$ cat src/rtl/prbs31_err_window.sv
// Counts errors inside a sliding observation window while locked and flags
// the error that brings the window total up to the loss-of-lock limit.
module prbs31_err_window #(
    parameter int WINDOW    = 1024,
    parameter int ERR_LIMIT = 32
) (
    input  logic clk,
    input  logic rst_n,
    input  logic clear,
    input  logic bit_stb,
    input  logic err_stb,
    output logic limit_hit
);
    localparam int WW = (WINDOW > 1) ? $clog2(WINDOW) : 1;
    localparam int EW = $clog2(ERR_LIMIT + 1);

    logic [WW-1:0] win_q;
    logic [EW-1:0] werr_q;
    logic          wrap;
    logic [EW-1:0] werr_base;
    logic [EW-1:0] werr_next;

    // A bit arriving with the window full starts a new window and counts there.
    always_comb begin
        wrap      = (win_q == WW'(WINDOW - 1));
        werr_base = wrap ? '0 : werr_q;
        werr_next = werr_base + EW'(err_stb);
        limit_hit = err_stb && (werr_next == EW'(ERR_LIMIT));
    end

    // Window position and error tally advance only on valid bits while locked.
    always_ff @(posedge clk or posedge rst_n) begin
        if (rst_n) begin
            win_q  <= '0;
            werr_q <= '0;
        end else if (clear) begin
            win_q  <= '0;
            werr_q <= '0;
        end else if (bit_stb) begin
            win_q  <= wrap ? '0 : win_q + 1'b1;
            werr_q <= werr_next;
        end
    end
endmodule

$ cat config.mk
export PLATFORM = sky130hd
export DESIGN_NAME = prbs31_err_window
export DESIGN_NICKNAME = d
export VERILOG_FILES = /design/src/rtl/prbs31_err_window.sv
export SDC_FILE = /design/constraint.sdc
export NUM_CORES = 1
export LEC_CHECK = 0
export ABC_AREA = 0
export CORE_MARGIN = 8
export CORE_UTILIZATION = 45
export CTS_CLUSTER_SIZE = 10
export DETAILED_ROUTE_END_ITERATION = 6
export PLACE_DENSITY = 0.78
export RECOVER_POWER = 100
export SYNTH_ARGS = -nofsm -noshare
export SYNTH_HDL_FRONTEND = slang
export SYNTH_SLANG_ARGS = --single-unit
$ cat constraint.sdc
create_clock -name clk -period 2.85 [get_ports clk]
set_input_delay 0.57 -clock clk [delete_from_list [all_inputs] [get_ports clk]]
set_output_delay 0.57 -clock clk [all_outputs]
set_load 0.03 [all_outputs]
### Word-level counts from Yosys, hierarchy flattened

Index checks and enable logic that the tools add are counted.

| operators by class | value |
|---|---|
| mux-type cells | 6 |
| div/mod/pow operators | 0 |
| bitwise operators | 0 |
| $lt $le $gt $ge | 0 |
| multiply operators | 0 |
| eq/ne operators | 2 |
| add/sub/neg operators | 2 |
| reduce and logical (&&, ||, !) cells | 2 |
| shift-type cells | 0 |

Operators by type and width:

| cell | count |
|---|---|
| $mux 10 | 3 |
| $mux 6 | 3 |
| $add 10x1->10 const B | 1 |
| $eq 10x10->1 const B | 1 |
| $add 6x1->6 | 1 |
| $eq 6x6->1 const B | 1 |
| $reduce_bool 2->1 | 1 |
| $logic_and 1x1->1 | 1 |

| word-level totals | value |
|---|---|
| ROM bits | 0 |
| bits in writable memories | 0 |
| bits in registers | 16 |
| input bits | 5 |
| output and inout port bits | 1 |
| bits in latches | 0 |
| memories kept | 0 |

### Logic depth before layout (Yosys ltp)

Gate-level depths: netlist of run 1.

| depth | value |
|---|---|
| depth in word-level cells | 5 |
| depth in mapped cells | 11 |
| gate-level depth less buffers | 10 |

### Worst setup path after synthesis of run 1

No wires, ideal clock.

| path | value |
|---|---|
| kind | register to output |
| start | reg win_q[0] |
| end | out limit_hit |
| buffers on the path | 1 |
| data arrival time | 2.713 ns |
| setup slack | -0.433 ns |
| cell stages (with the launch flop) | 11 |
| required time | 2.280 ns |
| cells stage by stage | dfrtp_1 -> ha_1 -> nand4_1 -> or3_4 -> buf_6 -> and2_2 -> ha_1 -> ha_1 -> nor2_1 -> nand3_1 -> nor3_1 |

| on the way | value |
|---|---|
| longest elaborated chain between the ends | 5 |

Ends and longest elaborated chain:

| item | RTL line | text |
|---|---|---|
| from (decl) | 17 | `logic [WW-1:0] win_q;` |
| from (signal assigned) | 40 | `win_q <= wrap ? '0 : win_q + 1'b1;` |
| $eq 10x10->1 | 25 | `wrap = (win_q == WW'(WINDOW - 1));` |
| $mux 6 | 26 | `werr_base = wrap ? '0 : werr_q;` |
| $add 6x1->6 | 27 | `werr_next = werr_base + EW'(err_stb);` |
| $eq 6x6->1 | 28 | `limit_hit = err_stb && (werr_next == EW'(ERR_LIMIT));` |
| $logic_and 1x1->1 | 28 |  |
| to (decl) | 12 | `output logic limit_hit` |

No other way between the ends.

### Worst setup path in the final report of run 1

Same ends and word-level chain as after synthesis.

==> results of run 1 <==
==> layer usage <==
metal	track usage	routed length (µm)	vias to the layer above
met2	0.180	1150	22
met4	0.0541	10	0
met3	0.0215	101	2
met1	0.138	1030	439
met5	0	0	-
li1	-	-	417
==> kinds of logic (layout without fill, tap and decap cells) <==
| logic type | Yosys count | after routing | synth area share |
|---|---|---|---|
| multiplexers | 4 | 4 | 0.0426 |
| buffers and inverters | 9 | 25 | 0.0452 |
| AND/OR/NAND/NOR | 51 | 51 | 0.288 |
| XOR/XNOR | 6 | 6 | 0.0543 |
| AO/OA/AOI/OAI | 19 | 19 | 0.118 |
| adder cells (fa/ha/maj) | 3 | 3 | 0.0388 |
| flip-flops | 16 | 16 | 0.413 |
==> worst reg2reg max path: cells and delay by family (launching register included) <==
family,cells,cell delay (ns)
AND/OR/NAND/NOR,5,0.80
AO/OA/AOI/OAI,2,0.30
flip-flops,1,0.38
adder cells (fa/ha/maj),3,0.55
==> power breakdown <==
group	switching, µW	total [µW]	internal (µW)
logic	29.7	59.6	29.8
clock network	72.2	121	49.1
registers	3.01	234	231
total	105	415	310
==> registers in the layout, summed over array words and instances, names as in the netlist <==
name    flops
werr_q      6
win_q      10
==> area by class of cell <==
| type | instances | area [µm²] | area share |
|---|---|---|---|
| tap | 27 | 33.8 | 0.0276 |
| inverter | 4 | 15.0 | 0.0123 |
| multi-input combinational | 83 | 603 | 0.493 |
| sequential | 16 | 400 | 0.327 |
| clock buffer | 3 | 22.5 | 0.0184 |
| timing repair buffer | 18 | 149 | 0.122 |
==> metrics by stage <==
step | cells | TNS, ns | util | setup WS [ns] | instance area [µm²]
floorplan | 108 | -0.0277 | - | -0.0277 | 1010
global placement | 141 | 0 | 0.554 | 0.137 | 1110
detailed placement | 141 | 0 | 0.554 | 0.0719 | 1110
CTS | 150 | -0.145 | 0.594 | -0.145 | 1190
global route | 151 | -0.292 | 0.611 | -0.292 | 1220
finish | 151 | -0.157 | 0.611 | -0.157 | 1220
==> placed cells by master (no fill, tap or decap), types with 2 or more instances in the layout <==
cell type / netlist / routed
nand4_1: 3 / 3
xor2_1: 2 / 2
inv_1: 4 / 4
dfrtp_1: 16 / 16
nand2_1: 7 / 7
a21oi_1: 6 / 6
buf_4: 0 / 13
xnor2_1: 4 / 3
a211oi_1: 2 / 2
o21ai_0: 4 / 3
nor2_1: 11 / 9
mux2i_1: 3 / 3
nand2b_1: 5 / 5
ha_4: 0 / 2
nand3_2: 1 / 2
dlygate4sd3_1: 0 / 2
nor3_1: 5 / 4
nand3b_1: 2 / 2
nand3_1: 8 / 7
a31oi_1: 5 / 4
clkbuf_4: 0 / 3
clkdlybuf4s50_1: 0 / 2
==> worst max path at each step <==
stage / start / end / slack, ns / cells past startpoint
after floorplan: win_q[0] / limit_hit / -0.03 / 10
after global placement: win_q[1] / limit_hit / 0.14 / 10
after detailed placement: win_q[0] / limit_hit / 0.07 / 10
after CTS: win_q[0] / limit_hit / -0.14 / 10
after global routing: win_q[0] / limit_hit / -0.29 / 10
final: win_q[0] / limit_hit / -0.16 / 10
==> repair_timing <==
item / in CTS / in global routing
cloned: 0 / 0
gates resized for setup: 2 / 6
pin swaps: 7 / 1
endpoints found under the setup margin: 1 / 1
setup buffers: 6 / 1
==> impl_metrics.ini, run 1 <==
[clock_tree]
clkTransAtPathRegs_ns = 0.09
cts_max_level = 1
clock_path_buffers = 2
clock-root-buffer = clkbuf_4
clock_latency_ns = 0.29
cts_tree = built
cts_buffers = 3
holdBufCountCts = 0
cts.sinks = 16

[critical_path]
worstPathArrival_ns = 2.44
cp-end-kind = output port
crit_type = reg2out
cpMaxStageDelayCell = dfrtp_1
r2r_slack_ns = 0.71
crit_path_cell_trace = ha_2, nand4_1, or3_4, and2_4, ha_4, a211o_1, o21ai_2, a31oi_2, nor3_4, buf_6
critPathMaxFanout = 4
r2r-start = win_q[0]
timing.critical_path.buf_inv = 1
critPathTopFamily = simple AND/OR/NAND/NOR gates
startpoint_type = flop
cpPeakStageDelay_ns = 0.38
reg2reg_depth = 10
required_ns = 2.28
worst_r2r_endpoint = werr_q[2]

[synth]
synthesis.nets = 116
async_reset_ff_frac = 1.00
ys_warn_count = 0
ys_seq_elements = 16
synth_edf_count = 0
synth_commonest_cells = 16 x dfrtp_1, 11 x nor2_1, 8 x nand3_1
synth_cells = 108
synth_top_area_share = 0.413
synth-seq-area-share = 0.413
synth_area_leaders = dfrtp_1 41%, nor2_1 4.3%, nand3_1 4.1%
ys_dominant_reg_cell = dfrtp_1
ys_types = 31
synth.largest_area_cell = dfrtp_1
synth.most_common_cell = dfrtp_1
syn-cell-area_um2 = 968
synth.avg_cell_area_um2 = 8.97

[final_layout]
fill_cells = 165
final_nets = 134
drive_gt1_frac = 0.274
synthToLayoutAreaGrowth_pct = 26.4
insertedDiodeCount = 0

[detailed_routing]
dr.pass1.iters = 4
viasPerCell = 5.83
vias = 880
finalWirelength_mm = 2.29
wire_per_inst_um = 15.2
drt_iter0_markers = 56
ant_nets = 0
drc = 0

[timing]
finalSetupViolations = 1
setup_ws_ns = -0.157
finalClockSkew_ns = 0.00224
whs_ns = 0.517
rsz0062_at_grt = yes
worst_pin_slew_ns = 0.595
max_freq_ghz = 0.333
hold_viol = 0
finalMaxSlewViolations = 0
timing.slew.headroom = 0.603
min_period_ns = 3.01
timing.final.crit_share = 1.06

[power]
powerDensity_nw_per_um2 = 339
ir_drop_uv = 311
leakage_uw = 0.000470
power.total_uw = 415

[hold_path]
hp-start = win_q[9]
holdPathEnd = win_q[9]
hp-class = reg2reg
hold_depth = 1

[grt]
grt_max_degree = 17
grt_pass1_wl_mm = 3.63
grt_overflow = 0
grt_pass1_vias = 799
antenna_found_initial = 0
grt_use_total = 0.111

[place]
numPortBuffers = 5
hpwlAfterDp_mm = 1.47
gp_congestion = 0.812

[floorplan]
start_util = 0.484
num_io_pins = 6
core_area_um2 = 2000
num_rows = 16
die_area_um2 = 3890
dieHeight_um = 62.4
die_w_um = 62.4

[status]
outcome = finished, violations left
violations = setup timing

[run]
maxCapViolCount = 0
Power figures use the tool's default switching activity.
==> inputs of run 2 (changes only) <==
--- a/config.mk
+++ b/config.mk
@@ -8,7 +8,7 @@
 export ABC_AREA = 0
 export CORE_MARGIN = 8
 export CORE_UTILIZATION = 45
-export CTS_CLUSTER_SIZE = 10
+export CTS_CLUSTER_SIZE = 20
 export DETAILED_ROUTE_END_ITERATION = 6
 export PLACE_DENSITY = 0.78
 export RECOVER_POWER = 100
==> constraint.sdc (replaced) <==
create_clock -name clk -period 2.75 [get_ports clk]
set_input_delay 0.55 -clock clk [delete_from_list [all_inputs] [get_ports clk]]
set_output_delay 0.55 -clock clk [all_outputs]
set_load 0.03 [all_outputs]
==> run 2 against run 1 <==
The run still ends with setup timing left. Worst setup slack worse by 0.11 ns. Clock skew increased by 0.0010 ns. Sequential share of layout area is 2.0 points lower. Largest cell class unchanged.
==> impl_metrics.ini, run 2 (synthesis results as in run 1) <==
[grt]
grt_max_degree = 17
antenna_found_initial = 0
grt_pass1_wl_mm = 4.31
grt_use_total = 0.135
grt_overflow = 0
grt_pass1_vias = 903

[detailed_routing]
drc = 0
viasPerCell = 5.57
ant_nets = 0
wire_per_inst_um = 14.9
finalWirelength_mm = 2.40
drt_iter0_markers = 30
dr.pass1.iters = 4
vias = 896

[floorplan]
die_w_um = 62.4
core_area_um2 = 2000
start_util = 0.484
num_io_pins = 6
die_area_um2 = 3890
num_rows = 16
dieHeight_um = 62.4

[final_layout]
mostFrequentLayoutCells = 22 x buf_4, 16 x dfrtp_1, 10 x nor2_1
biggestRegsByFlops = win_q x10, werr_q x6
final_common_cell = buf_4
largest-register = win_q
synthToLayoutAreaGrowth_pct = 34.8
final_nets = 143
insertedDiodeCount = 0
instances_no_fill = 161
largest_reg_flops = 10
drive_gt1_frac = 0.321

[place]
hpwlAfterDp_mm = 1.45
gp_congestion = 0.784
dp_worst_setup_slack_ns = 0.0358
numPortBuffers = 5
placed_cells = 145

[clock_tree]
clkTransAtPathRegs_ns = 0.10
cts_tree = built
clock_latency_ns = 0.30
cts_buffers = 3
clock-root-buffer = clkbuf_4
holdBufCountCts = 0
cts_max_level = 1
cts.sinks = 16
clock_path_buffers = 2

[timing]
worst_pin_slew_ns = 0.626
whs_ns = 0.516
setup_ws_ns = -0.271
rsz0062_at_grt = yes
finalMaxSlewViolations = 0
hold_viol = 0
finalSetupViolations = 1
min_period_ns = 3.02
timing.slew.headroom = 0.582
max_freq_ghz = 0.331
finalClockSkew_ns = 0.00326
timing.final.crit_share = 1.10

[power]
powerDensity_nw_per_um2 = 354
leakage_uw = 0.000528
power.total_uw = 462
ir_drop_uv = 249

[critical_path]
critPathMaxFanout = 4
cp-end-kind = output port
r2r_slack_ns = 0.16
worstPathArrival_ns = 2.47
crit_type = reg2out
required_ns = 2.20
startpoint_type = flop

[hold_path]
hp-class = reg2reg

[status]
violations = setup timing
outcome = finished, violations left

[run]
maxCapViolCount = 0
[run 2: final cells by class]
cell class | instances | area (µm²)
timing repair buffer | 27 | 216
multi-input combinational | 83 | 603
inverter | 4 | 15.0
clock buffer | 4 | 36.3
fill | 166 | 697
tap | 27 | 33.8
sequential | 16 | 400
[run 2: path summary, 6_finish.rpt]
| check | start | endpoint | depth (start not counted) |
|---|---|---|---|
| setup / recovery | win_q[1] | limit_hit | 10 |
| hold / removal | win_q[9] | win_q[9] | 1 |
| setup reg to reg | win_q[1] | werr_q[2] | 16 |
| hold reg to reg | win_q[9] | win_q[9] | 1 |
| max in group asynchronous | rst_n | win_q[0] | 2 |
| min in group asynchronous | rst_n | werr_q[2] | 2 |
[run 2: critical path, stage by stage (launching register included)]
cell and delay, ns:
dfrtp_1 0.38, ha_2 0.19, nand4_1 0.10, or3_4 0.37, and2_4 0.18, ha_4 0.17
nand3_1 0.15, nor2_1 0.11, xnor2_1 0.17, nor3_4 0.20, buf_6 0.15
[run 2: per-stage QoR]
step,util,TNS [ns],cell area [µm²]
floorplan,-,-0.108,1010
global placement,0.569,0,1140
detailed placement,0.569,0,1140
CTS,0.654,-0.395,1310
global route,0.652,-0.394,1310
finish,0.652,-0.271,1310
[run 2: timing repair]
item,in CTS,in global routing
pin swaps,7,3
gates resized for setup,2,5
setup buffers,16,0
setup endpoints to repair,1,4
[run 2: power by group]
| group | switching (µW) | internal [µW] |
|---|---|---|
| sequential | 2.90 | 239 |
| combinational | 28.9 | 27.0 |
| clock | 82.9 | 80.9 |
| total | 115 | 347 |
[run 2: routing by layer]
layer | up-vias | track usage | wire length (µm)
met3 | 6 | 0.0269 | 93
li1 | 437 | - | -
met4 | 0 | 0.0741 | 59
met1 | 436 | 0.162 | 1050
met2 | 17 | 0.220 | 1200
met5 | - | 0 | 0
